==> src/rtl/main_mem_ctrl_pkg.sv <==
// Shared types and helpers for the main-memory line-burst controller.
// Arbitration mode is selected by MAIN_MEM_CTRL_RR_EN (see rr_arb2).
package main_mem_ctrl_pkg;

    localparam int NUM_REQ = 2;

    typedef enum logic [2:0] {
        IDLE  = 3'd0,
        READ  = 3'd1,
        DRAIN = 3'd2,
        WRITE = 3'd3,
        RESP  = 3'd4
    } state_t;

    // Number of word-offset bits inside one cache line.
    function automatic int offset_bits(input int line_words);
        return $clog2(line_words);
    endfunction

endpackage

==> src/rtl/rr_arb2.sv <==
// Two-way request arbiter producing a one-hot (or zero) grant.
// MAIN_MEM_CTRL_RR_EN defined: round-robin, pointer flips to the other
// requester after every accepted grant. Undefined: requester 0 always wins.
module rr_arb2
    import main_mem_ctrl_pkg::*;
(
    input  logic               clk,
    input  logic               rst,
    input  logic [NUM_REQ-1:0] req,
    input  logic               advance,
    output logic [NUM_REQ-1:0] gnt
);

`ifdef MAIN_MEM_CTRL_RR_EN
    logic ptr;

    // Pointer moves to the requester that was not just served.
    always_ff @(posedge clk or posedge rst) begin
        if (rst) begin
            ptr <= 1'b0;
        end else if (advance) begin
            ptr <= gnt[0];
        end
    end

    // On a tie the pointer decides; a lone requester always wins.
    always_comb begin
        gnt = req;
        if (req == 2'b11) begin
            gnt = ptr ? 2'b10 : 2'b01;
        end
    end
`else
    logic unused_arb;
    assign unused_arb = &{1'b0, clk, rst, advance};

    // Requester 0 masks requester 1 whenever both are asking.
    always_comb begin
        gnt = req;
        if (req[0]) begin
            gnt[1] = 1'b0;
        end
    end
`endif

endmodule

==> src/rtl/main_mem_ctrl.sv <==
// Line-burst controller sharing one 1W/1R word RAM between two cache
// requesters. Each grant moves LINE_WORDS words; a read returns the whole
// line on rsp_rdata, a write returns an ack. Arbitration mode is selected
// with MAIN_MEM_CTRL_RR_EN (round-robin when defined, fixed otherwise).
module main_mem_ctrl
    import main_mem_ctrl_pkg::*;
#(
    parameter int DATA_WIDTH = 32,
    parameter int ADDR_WIDTH = 16,
    parameter int LINE_WORDS = 4
) (
    input  logic                               clk,
    input  logic                               rst,
    input  logic [1:0]                         req_valid,
    output logic [1:0]                         req_ready,
    input  logic [1:0]                         req_write,
    input  logic [2*ADDR_WIDTH-1:0]            req_addr,
    input  logic [2*LINE_WORDS*DATA_WIDTH-1:0] req_wdata,
    output logic [1:0]                         rsp_valid,
    input  logic [1:0]                         rsp_ready,
    output logic [LINE_WORDS*DATA_WIDTH-1:0]   rsp_rdata,
    output logic                               ram_w_en,
    output logic [ADDR_WIDTH-1:0]              ram_w_addr,
    output logic [DATA_WIDTH-1:0]              ram_w_data,
    output logic                               ram_r_en,
    output logic [ADDR_WIDTH-1:0]              ram_r_addr,
    input  logic [DATA_WIDTH-1:0]              ram_r_data
);

    localparam int OB = offset_bits(LINE_WORDS);
    localparam int LB = LINE_WORDS * DATA_WIDTH;
    localparam logic [OB-1:0] LAST = OB'(LINE_WORDS - 1);

    state_t                  state, state_nxt;
    logic [OB-1:0]           cnt;
    logic                    sel;
    logic [ADDR_WIDTH-1:0]   base;
    logic [DATA_WIDTH-1:0]   wline [LINE_WORDS];
    logic [DATA_WIDTH-1:0]   rline [LINE_WORDS];
    logic [ADDR_WIDTH-1:0]   w_addr_q, r_addr_q;
    logic [DATA_WIDTH-1:0]   w_data_q;
    logic [1:0]              gnt;
    logic                    gidx;
    logic                    accept;
    logic [ADDR_WIDTH-1:0]   cur_addr;
    logic [ADDR_WIDTH-1:0]   sel_addr;
    logic [LB-1:0]           sel_line;

    rr_arb2 u_arb (
        .clk     (clk),
        .rst     (rst),
        .req     (req_valid),
        .advance (accept),
        .gnt     (gnt)
    );

    assign gidx     = gnt[1];
    assign accept   = |(req_ready & req_valid);
    assign sel_addr = gidx ? req_addr[2*ADDR_WIDTH-1:ADDR_WIDTH] : req_addr[ADDR_WIDTH-1:0];
    assign sel_line = gidx ? req_wdata[2*LB-1:LB] : req_wdata[LB-1:0];
    // Offset field only: the burst wraps inside the line, never carries out.
    assign cur_addr = {base[ADDR_WIDTH-1:OB], cnt};

    // State register.
    always_ff @(posedge clk or posedge rst) begin
        if (rst) begin
            state <= IDLE;
        end else begin
            state <= state_nxt;
        end
    end

    // Next-state sequencing of one line transfer.
    always_comb begin
        state_nxt = state;
        case (state)
            IDLE:    if (accept) state_nxt = req_write[gidx] ? WRITE : READ;
            READ:    if (cnt == LAST) state_nxt = DRAIN;
            DRAIN:   state_nxt = RESP;
            WRITE:   if (cnt == LAST) state_nxt = RESP;
            RESP:    if (rsp_ready[sel]) state_nxt = IDLE;
            default: state_nxt = IDLE;
        endcase
    end

    // Outputs decoded from state; idle RAM address/data show the last value driven.
    always_comb begin
        req_ready  = '0;
        rsp_valid  = '0;
        ram_w_en   = 1'b0;
        ram_r_en   = 1'b0;
        ram_w_addr = w_addr_q;
        ram_w_data = w_data_q;
        ram_r_addr = r_addr_q;
        case (state)
            IDLE:  if (!rst) req_ready = gnt;
            WRITE: begin
                ram_w_en   = 1'b1;
                ram_w_addr = cur_addr;
                ram_w_data = wline[cnt];
            end
            READ: begin
                ram_r_en   = 1'b1;
                ram_r_addr = cur_addr;
            end
            RESP:  rsp_valid[sel] = 1'b1;
            default: ;
        endcase
    end

    // Burst control, address hold registers and read-line capture.
    always_ff @(posedge clk or posedge rst) begin
        if (rst) begin
            cnt      <= '0;
            sel      <= 1'b0;
            base     <= '0;
            w_addr_q <= '0;
            w_data_q <= '0;
            r_addr_q <= '0;
            for (int i = 0; i < LINE_WORDS; i++) rline[i] <= '0;
        end else begin
            if (accept) begin
                sel  <= gidx;
                base <= {sel_addr[ADDR_WIDTH-1:OB], {OB{1'b0}}};
                cnt  <= '0;
            end
            if (state == READ || state == WRITE) begin
                cnt <= cnt + 1'b1;
            end
            if (state == WRITE) begin
                w_addr_q <= cur_addr;
                w_data_q <= wline[cnt];
            end
            if (state == READ) begin
                r_addr_q <= cur_addr;
                // RAM returns the word requested one cycle earlier.
                if (cnt != '0) rline[cnt - 1'b1] <= ram_r_data;
            end
            if (state == DRAIN) begin
                rline[LINE_WORDS-1] <= ram_r_data;
            end
        end
    end

    // Write line captured from the winner at accept; pure data, no reset.
    always_ff @(posedge clk) begin
        if (accept) begin
            for (int i = 0; i < LINE_WORDS; i++) begin
                wline[i] <= sel_line[i*DATA_WIDTH +: DATA_WIDTH];
            end
        end
    end

    genvar g;
    generate
        for (g = 0; g < LINE_WORDS; g++) begin : g_rdata
            assign rsp_rdata[g*DATA_WIDTH +: DATA_WIDTH] = rline[g];
        end
    endgenerate

endmodule

==> config.mk <==
export PLATFORM = sky130hd
export DESIGN_NAME = main_mem_ctrl
export DESIGN_NICKNAME = d
export VERILOG_FILES = /design/src/rtl/main_mem_ctrl_pkg.sv /design/src/rtl/rr_arb2.sv /design/src/rtl/main_mem_ctrl.sv
export SDC_FILE = /design/constraint.sdc
export NUM_CORES = 1
export LEC_CHECK = 0
export CAP_MARGIN = 20
export CORE_AREA = 2 2 205 207
export DETAILED_ROUTE_END_ITERATION = 10
export DIE_AREA = 0 0 207 209
export GPL_ROUTABILITY_DRIVEN = 0
export PLACE_DENSITY = 0.67
export SLEW_MARGIN = 40
export SYNTH_ARGS = -nofsm -noshare
export SYNTH_HDL_FRONTEND = slang
export SYNTH_SLANG_ARGS = --single-unit
==> constraint.sdc <==
create_clock -name clk -period 25.6 [get_ports clk]
set_input_delay 7.68 -clock clk [delete_from_list [all_inputs] [get_ports clk]]
set_output_delay 7.68 -clock clk [all_outputs]
set_load 0.03 [all_outputs]
==> results of run 1 <==
==> kinds of logic (layout without fill, tap and decap cells) <==
family                   after synthesis  after routing
AND/OR/NAND/NOR                       63             63
flip-flops                           340            340
buffers and inverters                 57            604
adder cells (fa/ha/maj)                5              5
multiplexers                         379            379
AO/OA/AOI/OAI                         43             43
XOR/XNOR                               1              1
==> how the worst max path moves through the flow <==
stage,from,endpoint,slack [ns],cells after the start
after global routing,rst,req_ready[1],8.32,4
after global placement,req_valid[0],req_ready[1],8.20,4
after detailed placement,req_valid[0],req_ready[1],8.17,4
final,rst,req_ready[1],8.36,4
after floorplan,req_valid[0],req_ready[1],9.19,5
after CTS,req_valid[0],req_ready[1],8.14,4
==> through the flow <==
stage          instances   util  hold WS, ns  setup slack (ns)
2_1_floorplan        888      -        0.492              9.19
3_3_place_gp        1903  0.490        0.457              8.20
3_5_place_dp        1903  0.491        0.469              8.17
4_1_cts             1973  0.521        0.485              8.14
5_1_grt             1974  0.522        0.508              8.32
6_report            1974  0.522        0.482              8.36
==> routing by layer <==
layer	global-route usage	up-vias
met1	0.222	4634
met2	0.315	353
met4	0.0502	0
li1	-	4365
met5	0	-
met3	0.0524	53
==> cell type report <==
class | count | area, um^2
Inverter | 5 | 31.3
Clock buffer | 59 | 1150
Tap cell | 539 | 674
Fill cell | 3501 | 19700
Sequential cell | 340 | 9150
Multi-Input combinational cell | 491 | 5120
Timing Repair Buffer | 529 | 5300
Clock inverter | 11 | 110
==> synth_stat cells (all sizes together) <==
library cell	instances	area share
mux2	315	0.25
dfrtp	212	0.37
edfxtp	128	0.26
mux2i	64	0.044
buf	43	0.017
nand2	41	0.011
o221ai	32	0.019
clkbuf	9	0.0023
ha	5	0.0043
inv	5	0.0013
nor2	5	0.0013
a21oi	4	0.0016
nand2b	4	0.0017
o21ai	4	0.0014
nand3	3	0.0010
nand3b	2	0.0028
a21o	1	0.00052
and2	1	0.00043
and3	1	0.00043
and3b	1	0.00060
nand4bb	1	0.00078
nor2b	1	0.00095
nor3b	1	0.00086
nor4	1	0.0015
o22ai	1	0.00043
o31ai	1	0.00052
or4	1	0.00052
xnor2	1	0.00060
==> worst max-delay path, cell delays in order <==
cell and delay (ns):
clkdlybuf4s50_1 0.55, or4_1 0.49, nor2_1 0.14, clkdlybuf4s50_1 0.70
==> state kept, by name, indices dropped and copies added, names as in the netlist <==
register   flops
state          3
base          14
cnt            2
sel            1
wline        128
w_data_q      32
w_addr_q      16
rsp_rdata    128
r_addr_q      16
==> cells in the final DEF, fill, tap and decap left out, drive strengths merged, types with 5 or more instances in the layout <==
master	n
inv	7
buf	8
clkdlybuf4s50	521
o221ai	32
clkinv	6
edfxtp	128
nand2	41
ha	5
dfrtp	212
nor2	5
mux2	315
clkbuf	59
mux2i	64
==> power breakdown <==
group,leakage [nW],internal (mW),switching [mW],total (mW)
clock network,0.622,0.332,0.216,0.548
registers,3.71,0.785,0.105,0.890
logic,4.21,0.579,0.691,1.27
total,8.54,1.70,1.01,2.71
==> impl_metrics.env, run 1 <==
export IMPL_drt_wl_total_um=39800
export IMPL_final_setup_viol_count=0
export IMPL_power_mw=2.71
export IMPL_synthMuxAreaShare=0.296
export IMPL_start_util=0.351
export IMPL_period_minus_slack_ns=17.24
export IMPL_fin_skew_ns=0.0141
export IMPL_powerDensity_nw_per_um2=126
export IMPL_crit_required_ns=17.92
export IMPL_grt_remaining_overflow=0
export IMPL_clock_latency_ns=0.54
export IMPL_hp_start="w_data_q[9]"
export IMPL_holdPathStages=2
export IMPL_cts_buffers=38
export IMPL_antenna_found_initial=0
export IMPL_status="completed"
export IMPL_yosysSeqAreaShare=0.631
export IMPL_rows=75
export IMPL_route_detailed_drc=0
export IMPL_drtIter0Drc=326
export IMPL_ctsHtreeMaxLevel=2
export IMPL_reg2reg_to="rsp_rdata[75]"
export IMPL_grt_usage=0.182
export IMPL_dieHeight_um=209
export IMPL_synthXorXnorAreaFrac=0.000604
export IMPL_top_layer="met4"
export IMPL_grt_pass1_vias=10100
export IMPL_dr_wl_met2_um=20000
export IMPL_cts_hold_buf=0
export IMPL_cts_sinks=340
export IMPL_reg2regPathDepth=6
export IMPL_area_delta_synth_final_pct=48.5
export IMPL_final_nets=1738
export IMPL_m1WireLength_um=16400
export IMPL_grt_max_degree=90
export IMPL_drive_gt1_frac=0.274
export IMPL_peakVddDrop_mv=0.0471
export IMPL_path_max_fanout=3
export IMPL_cts_repair_resized=0
export IMPL_ios=526
export IMPL_die_w_um=207
export IMPL_worst_slew_pin_slew_ns=0.820
export IMPL_avgSynthCellArea_um2=16.3
export IMPL_placed_area_um2=20300
export IMPL_rsz0062_at_grt="no"
export IMPL_cp_start_kind="input pin"
export IMPL_rrSetupSlack_ns=22.11
export IMPL_netlist_area_um2=14500
export IMPL_synth_warnings=0
export IMPL_tns_ns=0
export IMPL_cts_max_path_buffers=3
export IMPL_worst_slew_margin_rel=0.453
export IMPL_cap_violations=0
export IMPL_syn_inst=888
export IMPL_critPathArrivalTime_ns=9.56
export IMPL_timing_rr_start="cnt[0]"
export IMPL_synth_seq_cells=340
export IMPL_detail_route_antenna_nets=0
export IMPL_vias_per_cell=4.76
export IMPL_clock_fmax_ghz=0.0580
export IMPL_drt_pass1_iter_count=4
export IMPL_syn_num_nets=1221
export IMPL_synth_top_family_by_area="multiplexers"
export IMPL_wl_met3_um=2660
export IMPL_worstHoldPathType="flip-flop to flip-flop"
export IMPL_cts_tree="built"
export IMPL_endpoint_kind="output pin"
export IMPL_cts_root_buf="clkbuf_16"
export IMPL_post_cts_repair_setup_buffers=0
export IMPL_critPathKind="input pin to output pin"
export IMPL_period_share=0.674
export IMPL_vias=9405
export IMPL_hold_viol=0
export IMPL_post_dp_hpwl_um=28300
export IMPL_final_area_um2=21500
export IMPL_wl_per_cell_um=20.2
export IMPL_dieArea_um2=43300
export IMPL_hold_end="w_data_q[9]"
export IMPL_io_buffers=521
export IMPL_synth_simple_area_share=0.0235
export IMPL_slew_violations=0
export IMPL_antenna_cells=0
export IMPL_p_leak_nw=8.54
export IMPL_coreArea_um2=41300
export IMPL_synth_fa_ha_area_frac=0.00431
export IMPL_grt_first_pass_wirelength_um=61000
export IMPL_synth_compound_area_frac=0.0238
export IMPL_clk_pin_slew_worst_paths_ns=0.06
export IMPL_yosys_cell_types_count=35
(Power assumes the default switching activity.)
==> run 2: changes to the inputs <==
CORE_AREA = 2 2 206 208   (was 2 2 205 207)
DIE_AREA = 0 0 208 210   (was 0 0 207 209)
PLACE_DENSITY = 0.66   (was 0.67)
clock period = 17.97 ns   (was 25.6 ns; I/O delays follow)
==> run 2 against run 1 <==
Compared with the run above: utilization is 0.18 points lower; sequential power increased by 42%; via count rose by 0.66%; hold slack improved by 0.0036 ns; wire length fell by 0.33%; clock skew down 0.0048 ns; die area grew 0.96%; flip-flop and latch count did not move; power grew 42%; global-route usage decreased by 0.44 points; setup slack worse by 3.1 ns; first-iteration DRC count rose by 29%; critical path type unchanged.
==> impl_metrics.env, run 2 (synthesized netlist as in run 1, its figures left out) <==
export IMPL_grt_remaining_overflow=0
export IMPL_route_detailed_drc=0
export IMPL_place_inst=1904
export IMPL_critPathMaxStageDelay_ns=0.68
export IMPL_vias=9467
export IMPL_antenna_found_initial=0
export IMPL_crit_required_ns=12.58
export IMPL_period_share=0.707
export IMPL_m1WireLength_um=16400
export IMPL_rsz0062_at_grt="no"
export IMPL_clk_pin_slew_worst_paths_ns=0.06
export IMPL_peakVddDrop_mv=0.0686
export IMPL_worst_slew_margin_rel=0.478
export IMPL_detail_route_antenna_nets=0
export IMPL_hold_ws_ns=0.486
export IMPL_cts_tree="built"
export IMPL_grt_max_degree=141
export IMPL_cts_sinks=340
export IMPL_post_dp_hpwl_um=28100
export IMPL_cp_start_kind="input pin"
export IMPL_drtIter0Drc=422
export IMPL_post_cts_repair_setup_buffers=0
export IMPL_path_max_fanout=3
export IMPL_cts_repair_resized=0
export IMPL_final_cell_mix="clkdlybuf4s50_1, mux2_2, dfrtp_1"
export IMPL_final_setup_viol_count=0
export IMPL_io_buffers=521
export IMPL_worst_slew_pin_slew_ns=0.783
export IMPL_final_area_um2=21600
export IMPL_vias_per_cell=4.79
export IMPL_critPathArrivalTime_ns=7.32
export IMPL_critPathKind="input pin to output pin"
export IMPL_powerDensity_nw_per_um2=179
export IMPL_antenna_cells=0
export IMPL_instances_no_fill=1976
export IMPL_wl_per_cell_um=20.1
export IMPL_dr_wl_met2_um=19800
export IMPL_cap_violations=0
export IMPL_layout_setup_ws_ns=5.26
export IMPL_ctsHtreeMaxLevel=2
export IMPL_endpoint_kind="output pin"
export IMPL_grt_pass1_vias=10000
export IMPL_start_util=0.350
export IMPL_grt_usage=0.178
export IMPL_status="completed"
export IMPL_area_delta_synth_final_pct=48.7
export IMPL_clock_fmax_ghz=0.0787
export IMPL_cts_root_buf="clkbuf_16"
export IMPL_period_minus_slack_ns=12.71
export IMPL_tns_ns=0
export IMPL_slew_violations=0
export IMPL_dieHeight_um=210
export IMPL_clock_latency_ns=0.53
export IMPL_fin_skew_ns=0.00929
export IMPL_drt_wl_total_um=39700
export IMPL_placed_area_um2=20300
export IMPL_cp_cell_sequence="clkdlybuf4s50_1 -> or4_1 -> nor2_1 -> clkdlybuf4s50_1"
export IMPL_grt_first_pass_wirelength_um=60000
export IMPL_drive_gt1_frac=0.273
export IMPL_hold_viol=0
export IMPL_cts_buffers=39
export IMPL_crit_slowest_cell="clkdlybuf4s50_1"
export IMPL_crit_top_cell="clkdlybuf4s50_1"
export IMPL_cts_hold_buf=0
export IMPL_wl_met3_um=2750
export IMPL_p_leak_nw=8.54
export IMPL_top_layer="met4"
export IMPL_ios=526
export IMPL_dieArea_um2=43700
export IMPL_layout_commonest_cell="clkdlybuf4s50_1"
export IMPL_post_place_ws_ns=5.28
export IMPL_die_w_um=208
export IMPL_cts_max_path_buffers=3
export IMPL_rows=75
export IMPL_final_nets=1740
export IMPL_coreArea_um2=41500
export IMPL_worstHoldPathType="flip-flop to flip-flop"
export IMPL_drt_pass1_iter_count=4
-- run 2: power breakdown --
group	total [mW]	internal (mW)	switching (mW)
clock	0.781	0.475	0.305
sequential	1.26	1.12	0.145
combinational	1.81	0.824	0.986
total	3.86	2.42	1.44
-- run 2: worst paths after layout --
| check | from | to | slack [ns] | depth (start not counted) |
|---|---|---|---|---|
| worst max-delay path | rst | req_ready[1] | 5.26 | 4 |
| worst min-delay path | rsp_rdata[120] | rsp_rdata[120] | 0.49 | 1 |
| worst max register to register | cnt[0] | rsp_rdata[32] | 14.71 | 6 |
| worst min register to register | rsp_rdata[120] | rsp_rdata[120] | 0.49 | 1 |
| max in group asynchronous | rst | w_data_q[23] | 11.56 | 3 |
| min in group asynchronous | rst | sel | 5.43 | 2 |
-- run 2: per-stage QoR --
stage,power (mW),util
after floorplan,2.33,-
after global placement,3.07,0.488
after detailed placement,3.11,0.488
after CTS,3.91,0.519
after global routing,4.03,0.520
final,3.86,0.520
-- run 2: final cells by class --
class	instances	area, um^2
flip-flops and latches	340	9150
fillers	3522	19900
inverters	5	36.3
multi-input cells	491	5110
well taps	539	674
clock inverters	15	160
repair buffers	530	5320
clock buffers	56	1110
-- run 2: critical path, delay by kind of cell --
family | cells | cell delay [ns]
buffers and inverters | 2 | 1.28
and+or+nand+nor | 2 | 0.64
-- run 2: routing by layer --
layer / vias up / GRT usage
met4: 0 / 0.0550
met1: 4679 / 0.219
met2: 362 / 0.307
li1: 4378 / -
met3: 48 / 0.0469
met5: - / 0
==> run 3: changes to the inputs <==
CORE_AREA = 2 2 203 205   (was 2 2 206 208)
DIE_AREA = 0 0 205 207   (was 0 0 208 210)
PLACE_DENSITY = 0.71   (was 0.66)
clock period = 11.5 ns   (was 17.97 ns; I/O delays follow)
==> run 3 against run 2 <==
Compared with the run above: register-to-register slack got worse by 6.7 ns; clock skew increased by 0.013 ns; sequential share of layout area increased by 0.35 points; sequential power increased by 57%; hold slack about the same; final cell count decreased by 0.56%; clock power increased by 41%; critical path depth unchanged; non-clock buffer count increased by 2; global-route usage increased by 0.27 points; design area decreased by 0.81%; critical path type unchanged; largest power group unchanged.
==> impl_metrics.env, run 3 (synthesized netlist as in run 1, its figures left out) <==
export IMPL_p_leak_nw=8.47
export IMPL_route_detailed_drc=0
export IMPL_antenna_found_initial=1
export IMPL_fin_util=0.530
export IMPL_crit_top_cell="clkdlybuf4s50_1"
export IMPL_drive_gt1_frac=0.270
export IMPL_period_minus_slack_ns=8.75
export IMPL_period_share=0.761
export IMPL_post_dp_hpwl_um=28300
export IMPL_slew_violations=0
export IMPL_status="completed"
export IMPL_cp_cell_sequence="clkdlybuf4s50_1 -> or4_1 -> nor2_1 -> clkdlybuf4s50_1"
export IMPL_cts_root_buf="clkbuf_16"
export IMPL_final_cell_mix="clkdlybuf4s50_1, mux2_2, dfrtp_1"
export IMPL_tns_ns=0
export IMPL_crit_required_ns=8.05
export IMPL_cts_tree="built"
export IMPL_wl_per_cell_um=19.9
export IMPL_grt_remaining_overflow=0
export IMPL_final_setup_viol_count=0
export IMPL_crit_slowest_cell="clkdlybuf4s50_1"
export IMPL_detail_route_antenna_nets=0
export IMPL_drt_wl_total_um=39200
export IMPL_coreArea_um2=40400
export IMPL_worst_slew_margin_rel=0.487
export IMPL_final_nets=1740
export IMPL_hold_ws_ns=0.486
export IMPL_clk_pin_slew_worst_paths_ns=0.06
export IMPL_layout_commonest_cell="clkdlybuf4s50_1"
export IMPL_cts_hold_buf=0
export IMPL_grt_pass1_vias=10100
export IMPL_grtUsageMet2=0.324
export IMPL_grt_max_degree=104
export IMPL_powerDensity_nw_per_um2=276
export IMPL_cp_top_family="buffers and inverters"
export IMPL_rsz0062_at_grt="no"
export IMPL_rows=74
export IMPL_vias_per_cell=4.79
export IMPL_endpoint_kind="output pin"
export IMPL_grt_busiest_layer="met2"
export IMPL_path_max_fanout=3
export IMPL_start_util=0.359
export IMPL_worstHoldPathType="flip-flop to flip-flop"
export IMPL_post_cts_repair_setup_buffers=0
export IMPL_crit_buf_inv=2
export IMPL_ctsHtreeMaxLevel=2
export IMPL_cp_start_kind="input pin"
export IMPL_critPathArrivalTime_ns=5.30
export IMPL_grt_usage=0.181
export IMPL_dieArea_um2=42400
export IMPL_io_buffers=521
export IMPL_ios=526
export IMPL_drtIter0Drc=308
export IMPL_worst_slew_pin_slew_ns=0.770
export IMPL_cts_max_path_buffers=3
export IMPL_drt_pass1_iter_count=4
export IMPL_clock_latency_ns=0.53
export IMPL_fin_skew_ns=0.0219
export IMPL_cts_repair_resized=0
export IMPL_cap_violations=0
export IMPL_die_w_um=205
export IMPL_grt_first_pass_wirelength_um=58600
export IMPL_cts_buffers=37
export IMPL_critPathKind="input pin to output pin"
export IMPL_clock_fmax_ghz=0.114
export IMPL_peakVddDrop_mv=0.111
export IMPL_critPathMaxStageDelay_ns=0.70
export IMPL_gr_usage_met3=0.0491
export IMPL_grt_util_met1=0.210
export IMPL_dieHeight_um=207
export IMPL_vias=9403
export IMPL_cts_sinks=340
export IMPL_area_delta_synth_final_pct=47.5
export IMPL_hold_viol=0
==> run 3: metrics by stage <==
stage | setup WS, ns | instance area, um^2 | cells | power (mW)
after floorplan | 2.26 | 14500 | 888 | 3.64
after global placement | 2.74 | 20200 | 1899 | 4.78
after detailed placement | 2.75 | 20300 | 1900 | 4.84
after CTS | 2.74 | 21400 | 1964 | 5.97
after global routing | 2.67 | 21400 | 1965 | 6.18
final | 2.75 | 21400 | 1965 | 5.90
==> run 3: worst register-to-register path: cells and delay by family, from the launching register on <==
family                     cells  cell delay [ns]
buffers and inverters          2             0.96
and+or+nand+nor                2             0.82
DFF                            1             0.74
muxes                          1             0.49
adders and majority gates      1             0.30
==> run 3: final cells by class <==
cell class / instances / area [um^2]
fillers: 3437 / 19000
flip-flops and latches: 340 / 9150
repair buffers: 532 / 5320
multi-input cells: 491 / 5100
clock buffers: 57 / 1050
well taps: 532 / 666
clock inverters: 7 / 67.6
inverters: 5 / 31.3
diodes: 1 / 2.50
==> run 3: routing by layer <==
metal	part of all wire	vias to the layer above
met4	0.020	0
met1	0.38	4626
met2	0.51	382
met3	0.087	50
met5	0	-
li1	-	4345
==> run 3: power breakdown <==
| group | internal (mW) | switching [mW] | leakage (nW) |
|---|---|---|---|
| combinational | 1.29 | 1.52 | 4.21 |
| sequential | 1.75 | 0.231 | 3.71 |
| clock | 0.651 | 0.453 | 0.548 |
| total | 3.69 | 2.21 | 8.47 |
==> run 3: worst paths after layout <==
| kind | cells after the start | slack, ns | to | startpoint |
|---|---|---|---|---|
| max in group asynchronous | 3 | 6.71 | rsp_rdata[106] | rst |
| hold reg to reg | 1 | 0.49 | rsp_rdata[120] | rsp_rdata[120] |
| setup reg to reg | 6 | 8.06 | rsp_rdata[81] | cnt[0] |
| setup / recovery | 4 | 2.75 | req_ready[1] | rst |
| min in group asynchronous | 2 | 3.51 | r_addr_q[6] | rst |
| hold / removal | 1 | 0.49 | rsp_rdata[120] | rsp_rdata[120] |
